$ cat config.mk
export PLATFORM = sky130hd
export DESIGN_NAME = banner_scroller
export DESIGN_NICKNAME = d
export VERILOG_FILES = /design/src/rtl/banner_pkg.sv /design/src/rtl/banner_wrap_ctr.sv /design/src/rtl/banner_scroller.sv
export SDC_FILE = /design/constraint.sdc
export NUM_CORES = 1
export LEC_CHECK = 0
export ABC_CLOCK_PERIOD_IN_PS = 2900
export CAP_MARGIN = 20
export CELL_PAD_IN_SITES_DETAIL_PLACEMENT = 0
export CELL_PAD_IN_SITES_GLOBAL_PLACEMENT = 1
export CORE_ASPECT_RATIO = 0.5
export CORE_MARGIN = 5
export CORE_UTILIZATION = 39
export CTS_BUF_LIST = sky130_fd_sc_hd__clkbuf_4 sky130_fd_sc_hd__clkbuf_8
export CTS_CLUSTER_SIZE = 10
export DETAILED_ROUTE_END_ITERATION = 10
export PLACE_DENSITY_LB_ADDON = 0.08
export SKIP_CTS_REPAIR_TIMING = 1
export SLEW_MARGIN = 5
export SYNTH_ARGS = -nofsm -noshare
export SYNTH_HDL_FRONTEND = slang
export SYNTH_SLANG_ARGS = --single-unit
$ cat constraint.sdc
create_clock -name clk -period 2.9 [get_ports clk]
set_input_delay 0.58 -clock clk [delete_from_list [all_inputs] [get_ports clk]]
set_output_delay 0.58 -clock clk [all_outputs]
set_load 0.005 [all_outputs]
$ cat src/rtl/banner_pkg.sv
// Shared constants, state encoding and a width helper for the banner scroller.
package banner_pkg;

    localparam int BANNER_ROWS   = 15;
    localparam int BANNER_WIDTH  = 71;
    localparam int BANNER_ADDR_W = 5;

    // Encoding is fixed so the debug state output stays stable across revisions.
    typedef enum logic [2:0] {
        ST_IDLE  = 3'd0,
        ST_FETCH = 3'd1,
        ST_WAIT  = 3'd2,
        ST_EMIT  = 3'd3,
        ST_DONE  = 3'd4
    } scroll_state_t;

    // Ceiling log2; clog2(1) = 0.
    function automatic int clog2(input int n);
        int r;
        int v;
        r = 0;
        v = n - 1;
        while (v > 0) begin
            r = r + 1;
            v = v >> 1;
        end
        return r;
    endfunction

endpackage

$ cat src/rtl/banner_wrap_ctr.sv
// Modulo-N counter with clear, load and increment; wrap flags the terminal count N-1.
import banner_pkg::*;

module banner_wrap_ctr #(
    parameter int N = BANNER_WIDTH,
    parameter int W = 7
) (
    input  logic         clk,
    input  logic         rst_n,
    input  logic         clear,
    input  logic         load,
    input  logic [W-1:0] load_val,
    input  logic         inc,
    output logic [W-1:0] count,
    output logic         wrap
);

    assign wrap = (count == W'(N - 1));

    // Priority: clear, then load, then increment with wrap back to 0.
    always_ff @(posedge clk or negedge rst_n) begin
        if (!rst_n) begin
            count <= '0;
        end else if (clear) begin
            count <= '0;
        end else if (load) begin
            count <= load_val;
        end else if (inc) begin
            count <= wrap ? '0 : count + 1'b1;
        end
    end

endmodule

$ cat src/rtl/banner_scroller.sv
// Walks the banner ROM once per frame and serialises a scrolling VIEW_W-wide window.
//
// Handshake: pix_valid is high for the whole EMIT state; a pixel transfers on a
// rising clk edge where pix_valid and pix_ready are both high. Until then
// pix_data, pix_x and pix_y hold and pix_valid never drops.
import banner_pkg::*;

module banner_scroller #(
    parameter int ROWS       = BANNER_ROWS,
    parameter int WIDTH      = BANNER_WIDTH,
    parameter int VIEW_W     = 32,
    parameter int SCROLL_DIV = 4,
    parameter int ADDR_W     = BANNER_ADDR_W
) (
    input  logic              clk,
    input  logic              rst_n,
    input  logic              frame_start,
    input  logic              scroll_en,
    input  logic [WIDTH-1:0]  rom_data,
    input  logic              pix_ready,
    output logic [ADDR_W-1:0] rom_addr,
    output logic              pix_valid,
    output logic              pix_data,
    output logic [6:0]        pix_x,
    output logic [ADDR_W-1:0] pix_y,
    output logic              frame_done,
    output logic              overrun,
    output logic [2:0]        dbg_state
);

    localparam int FC_W = clog2(SCROLL_DIV) + 1;

    localparam logic [2:0] S_IDLE  = ST_IDLE;
    localparam logic [2:0] S_FETCH = ST_FETCH;
    localparam logic [2:0] S_WAIT  = ST_WAIT;
    localparam logic [2:0] S_EMIT  = ST_EMIT;
    localparam logic [2:0] S_DONE  = ST_DONE;

    logic [2:0]        state;
    logic [ADDR_W-1:0] row;
    logic [6:0]        x;
    logic [WIDTH-1:0]  row_reg;
    logic [FC_W-1:0]   frame_cnt;
    logic [6:0]        col;
    logic [6:0]        offset;
    logic              col_wrap;
    logic              off_wrap;
    logic              xfer;
    logic              last_x;
    logic              last_row;
    logic              scroll_step;
    logic              unused_wraps;

    assign xfer        = (state == S_EMIT) && pix_ready;
    assign last_x      = (x == 7'(VIEW_W - 1));
    assign last_row    = (row == ADDR_W'(ROWS - 1));
    assign scroll_step = (state == S_DONE) && scroll_en &&
                         (frame_cnt == FC_W'(SCROLL_DIV - 1));

    assign pix_valid  = (state == S_EMIT);
    assign pix_data   = row_reg[7'(WIDTH - 1) - col];
    assign pix_x      = x;
    assign pix_y      = row;
    assign frame_done = (state == S_DONE);
    assign dbg_state  = state;

    // Terminal flags are not needed here; the counters wrap on their own.
    assign unused_wraps = col_wrap ^ off_wrap;

    // Banner column under the current pixel: starts at offset each row, wraps at WIDTH.
    banner_wrap_ctr #(.N(WIDTH), .W(7)) u_col (
        .clk      (clk),
        .rst_n    (rst_n),
        .clear    (1'b0),
        .load     (state == S_FETCH),
        .load_val (offset),
        .inc      (xfer),
        .count    (col),
        .wrap     (col_wrap)
    );

    // Scroll offset: advances one column per SCROLL_DIV enabled frames.
    banner_wrap_ctr #(.N(WIDTH), .W(7)) u_offset (
        .clk      (clk),
        .rst_n    (rst_n),
        .clear    (1'b0),
        .load     (1'b0),
        .load_val (7'd0),
        .inc      (scroll_step),
        .count    (offset),
        .wrap     (off_wrap)
    );

    // Frame sequencer: fetch a row, wait for ROM data, stream VIEW_W pixels, repeat.
    always_ff @(posedge clk or negedge rst_n) begin
        if (!rst_n) begin
            state    <= S_IDLE;
            row      <= '0;
            x        <= '0;
            row_reg  <= '0;
            rom_addr <= '0;
        end else begin
            case (state)
                S_IDLE: begin
                    if (frame_start) begin
                        row      <= '0;
                        rom_addr <= '0;
                        state    <= S_FETCH;
                    end
                end
                S_FETCH: begin
                    x     <= '0;
                    state <= S_WAIT;
                end
                S_WAIT: begin
                    row_reg <= rom_data;
                    state   <= S_EMIT;
                end
                S_EMIT: begin
                    if (xfer) begin
                        x <= x + 7'd1;
                        if (last_x) begin
                            if (last_row) begin
                                state <= S_DONE;
                            end else begin
                                row      <= row + 1'b1;
                                rom_addr <= row + 1'b1;
                                state    <= S_FETCH;
                            end
                        end
                    end
                end
                S_DONE: begin
                    state <= S_IDLE;
                end
                default: begin
                    state <= S_IDLE;
                end
            endcase
        end
    end

    // Frame divider for the scroll step; holds while scroll_en is low.
    always_ff @(posedge clk or negedge rst_n) begin
        if (!rst_n) begin
            frame_cnt <= '0;
        end else if ((state == S_DONE) && scroll_en) begin
            if (frame_cnt == FC_W'(SCROLL_DIV - 1)) begin
                frame_cnt <= '0;
            end else begin
                frame_cnt <= frame_cnt + 1'b1;
            end
        end
    end

    // One-cycle flag for a frame request arriving while a frame is in progress.
    always_ff @(posedge clk or negedge rst_n) begin
        if (!rst_n) begin
            overrun <= 1'b0;
        end else begin
            overrun <= frame_start && (state != S_IDLE);
        end
    end

endmodule
# --- Word level (Yosys, flattened, before mapping) ---
# Index checks and enable logic that the tools add are counted.
totals:
  wordCells: 59
  ff_bits: 104
  input_bits: 76
classes:
  eq_ne: 13
  mux: 19
  addsub: 6
  order_cmp: 1
  n_reduce_logical: 12
op_table:
  columns: ["op", "count"]
  rows:
  - ["$mux W7", 5]
  - ["$add A7 B1 Y7 const B", 3]
  - ["$mux W5", 4]
  - ["$mux W3", 5]
  - ["$eq A7 B7 Y1 const B", 2]
  - ["$pmux W7 S2", 1]
  - ["$pmux W3 S4", 1]
  - ["$pmux W5 S2", 1]
  - ["$eq A3 B2 Y1 const B", 3]
  - ["$lt A7 B8 Y1 const B", 1]
  - ["$bmux W1 S7", 1]
  - ["$eq A7 B5 Y1 const B", 1]
  - ["$sub A7 B7 Y7 const A", 1]
  - ["$reduce_bool A2 Y1", 3]
  - ["$add A5 B1 Y5 const B", 1]
  - ["$eq A5 B4 Y1 const B", 1]
  - ["$reduce_and A5 Y1", 1]
  - ["$logic_and A1 B1 Y1", 4]
  - ["$ne A2 B1 Y1 const B", 2]
  - ["$ne A2 B2 Y1 const B", 2]
  - ["$add A3 B1 Y3 const B", 1]
  - ["$eq A3 B1 Y1 const B", 1]
  - ["$eq A3 B3 Y1 const B", 1]
  - ["$logic_not A3 Y1", 1]
  - ["4 further kinds", 4]

# --- Longest topological paths before layout ---
depth:
  ltp_word: 5
  ltp_mapped: 10
  depth_no_buf: 7

# --- Cells and area by module ---
# Synthesis repeated with hierarchy kept, for this count alone.
hier_totals:
  cells_unflattened: 436
  area_unflattened_um2: 5336.4
modules_own_cells:
  columns: ["mod", "cells_per_inst", "instances", "area_per_inst_um2"]
  rows:
  - ["banner_scroller", 326, 1, 4377.9]
  - ["banner_wrap_ctr", 55, 2, 479.2]

# --- Worst setup path before layout ---
# No wires, ideal clock.
synth_path:
  kind: "register to output"
  start: "reg u_col.count[0]"
  end: "out pix_data"
  required_ps: 2320
  stages_incl_launch_ff: 10
  n_path_buf: 3
  t_arrival_ps: 2323
  slack_ps: -3
  cell_sequence: "dfrtp_1 -> buf_2 -> buf_2 -> inv_1 -> ha_1 -> clkbuf_1 -> mux4_2 -> mux2_2 -> o221ai_1 -> nand3_1"
synth_between:
  elab_chain_len: 3
synth_rtl:
  columns: ["element", "line_no", "source"]
  rows:
  - ["start: declaration", "banner_wrap_ctr.sv:14", "output logic [W-1:0] count,"]
  - ["start signal: assignment", "banner_wrap_ctr.sv:27", "count <= load_val;"]
  - ["start signal: assignment", "banner_wrap_ctr.sv:29", "count <= wrap ? '0 : count + 1'b1;"]
  - ["$sub A7 B7 Y7", "banner_scroller.sv:61", "assign pix_data = row_reg[7'(WIDTH - 1) - col];"]
  - ["$bmux W1 S7", "banner_scroller.sv:61", null]
  - ["$mux W1 (implied by the code)", "banner_scroller.sv:61", null]
  - ["end: declaration", "banner_scroller.sv:23", "output logic pix_data,"]
# Every way passes these cells. The select of a mux whose other input is x is not followed.

# --- Worst setup path in the final report ---
# Ends and elaborated chain as after synthesis.

==> reports/results.tsv <==
stage	metric	value	unit
worst_setup_path	CP arrival	2.42	ns
clock_tree	clock root buffer	clkbuf_8	
sta	Finish-stage setup viols	1	
run_status	status	finished, violations left	
global_routing	first-pass GRT wire length	19.78	mm
synth	Post-synth EDFFs	0	
routing	via/cell ratio	5.144	
synth	#FFs+latches synth	104	
clock_tree	clock insertion delay at the later pin of the skew report	0.38	ns
die	Top Ports	100	
synth	Synth cell types	52	
run_status	failing checks	setup timing	
synth	top_reg_cell synth	dfrtp_1	
die	core area	12810	µm²
clock_tree	CTS Sinks	104	
clock_tree	CTS tree	done	
finish	Util after Layout	52.67	%
pwr	VDD IR max	333.4	µV
routing	Final ANT Viol Nets	0	
sta	crit path time final	3.003	ns
worst_setup_path	critical path class	reg2out	
die	die width	172.8	µm
finish	FF+latch area	2605	µm²
placed_design	port buffer count	99	
die	die height	91.42	µm
routing	Detailed Route WL	11.72	mm
global_routing	grt ovf	0	
sta	Hold WS	0.1707	ns
finish	layout overhead on the synthesized area	30.49	%
clock_tree	total clock buffers created by CTS	9	
worst_setup_path	CP max stage cell	dfrtp_2	
sta	Worst-Margin Slew	0.5686	ns
clock_tree	htree depth	3	
pwr	Pwr Density	832.8	nW/µm²
global_routing	largest net degree at the start of global routing	72	
sta	period utilization	103.6	%
die	std cell rows	29	
synth	synthesized area	5170	µm²
clock_tree	Max clock buf depth	2	
synth	sequential area share after synthesis	50.34	%
routing	first-pass iteration count of the detailed router	6	
sta	RSZ-0062 raised after global routing	true	
flow_run	max cap viols	0	
placed_design	final RePlAce weighted congestion	0.7996	
finish	Multi-input gate area	2435	µm²
synth	YS warnings	0	
routing	total vias in the final route	3575	
worst_setup_path	Setup crit start kind	flip-flop	
global_routing	initial antenna violation count	0	
routing	WL/cell	16.87	µm
sta	Worst slew margin	61.80	%
sta	fmax	333.0	MHz
clock_tree	clk slew on worst S/H paths	0.11	ns
die	full die area	15800	µm²
worst_setup_path	critical path data required time	2.32	ns
worst_setup_path	CP Cell Sequence	ha_4, a2111oi_4, xor2_2, inv_1, or4_4, nand3_2, clkbuf_2	
placed_design	dpl hpwl	8.705	mm
finish	filler instances	1152	
sta	Final Max Slew Viols	0	
synth	Syn Inst Count	409	
pwr	LEAKAGE	2.860	nW
synth	post-synthesis net count	494	
global_routing	total track usage	15.24	%
worst_hold_path	worst min path class	in2async	
synth	Mean Syn Cell Area	12.64	µm²
finish	share of layout cells above drive strength 1	28.57	%
routing	1st-iter DRT viols	206	
finish	diode count	0	
synth	Synth async-reset ratio	100.0	%
die	starting density of the core	40.36	%
worst_setup_path	CP Capture Type	output pin	
finish	max reg flops	71	
worst_setup_path	Largest stage delay, worst path	0.48	ns
sta	Clock Skews	0.008140	ns
sta	final hold viol count	0	
finish	Layout Nets	605	
worst_setup_path	CP Max Fanout	5	
sta	final worst slack	-0.1034	ns
global_routing	vias in the first global route	3734	
routing	Remaining DRCs	0	
## worst paths after layout
path                                start            to  slack (ns)  cells after the start
setup / recovery           u_col.count[0]      pix_data       -0.10                      7
hold / removal                      rst_n      pix_y[3]        0.17                      1
setup reg to reg                 pix_x[0]      pix_y[1]        0.80                      7
hold reg to reg              frame_cnt[1]  frame_cnt[1]        0.51                      2
max in group asynchronous           rst_n    row_reg[8]        2.01                      2
min in group clk             frame_cnt[1]  frame_cnt[1]        0.51                      2
## synth_stat cells, types with 9 or more instances
library cell    n  share of area [%]
mux2i_1        13                2.5
ha_1            9                2.2
mux4_2         17                7.4
nor3_1         10               0.97
mux2_2         72                 16
buf_2          11                1.1
nor2_1         21                1.5
o21ai_0        22                2.1
dfrtp_1       104                 50
inv_1          11               0.80
nand3_1        13                1.3
a21oi_1        10               0.97
nand2_1        17                1.2
## where the power goes
group | switching, mW | internal, mW
sequential | 0.405 | 1.99
combinational | 0.858 | 1.47
clock | 0.567 | 0.334
## through the flow
| step | setup slack [ns] | total power, mW | setup TNS [ns] | instance area (µm²) | cells |
|---|---|---|---|---|---|
| 6_report | -0.1034 | 5.619 | -0.1034 | 6746 | 695 |
| 5_1_grt | -0.2118 | 6.033 | -0.2118 | 6746 | 695 |
| 4_1_cts | -0.6605 | 5.590 | -0.6605 | 6656 | 692 |
| 3_5_place_dp | -0.1967 | 4.683 | -0.1967 | 6469 | 676 |
| 3_3_place_gp | -0.1233 | 4.642 | -0.1233 | 6469 | 676 |
| 2_1_floorplan | 0.07195 | 3.761 | 0 | 5171 | 409 |
## cell type report
cell class,instances,share of cell area [%]
tap,170,3.153
clock buffer,9,1.836
clock inverter,7,0.9458
inverter,11,0.6120
sequential,104,38.61
timing repair buffer,127,18.75
multi-input combinational,267,36.09
## worst max-delay path, delay by kind of cell, from the launching register on
kind / cells / cell delay, ns
AO/OA/AOI/OAI: 1 / 0.40
XOR/XNOR: 1 / 0.22
adder cells (fa/ha/maj): 1 / 0.19
buffers and inverters: 2 / 0.18
flip-flops: 1 / 0.48
AND/OR/NAND/NOR: 2 / 0.57
## cell usage in the layout (no fill, tap or decap), types with 5 or more instances in the layout
cell             Yosys  final
nor2_1              21     21
mux2i_1             13     13
nand2_1             17     17
clkdlybuf4s50_1      0     97
ha_1                 9      7
a21oi_1             10     10
o21ai_0             22     22
dfrtp_1            104    102
mux2_2              72     72
inv_1               11     10
buf_4                6     23
nor3_1              10     10
mux4_2              17     17
xor2_1               6      5
clkbuf_8             0      9
nand3_1             13     12
## layer usage
layer / part of all wire [%] / up-vias / track usage [%]
met5: 0 / - / 0
met4: 0.39 / 0 / 2.551
met3: 5.0 / 4 / 4.606
met2: 44 / 87 / 23.29
met1: 50 / 1773 / 21.88
li1: - / 1711 / -
## logic make-up after synthesis
family,share of synthesized area (%)
DFF,50.34
muxes,25.61
and+or+nand+nor,8.374
AOI/OAI and AO/OA,7.551
buffers and inverters,3.630
xor gates and xnor gates,2.323
adders and majority gates,2.178
Note: power is estimated with default switching activity, not from simulation.
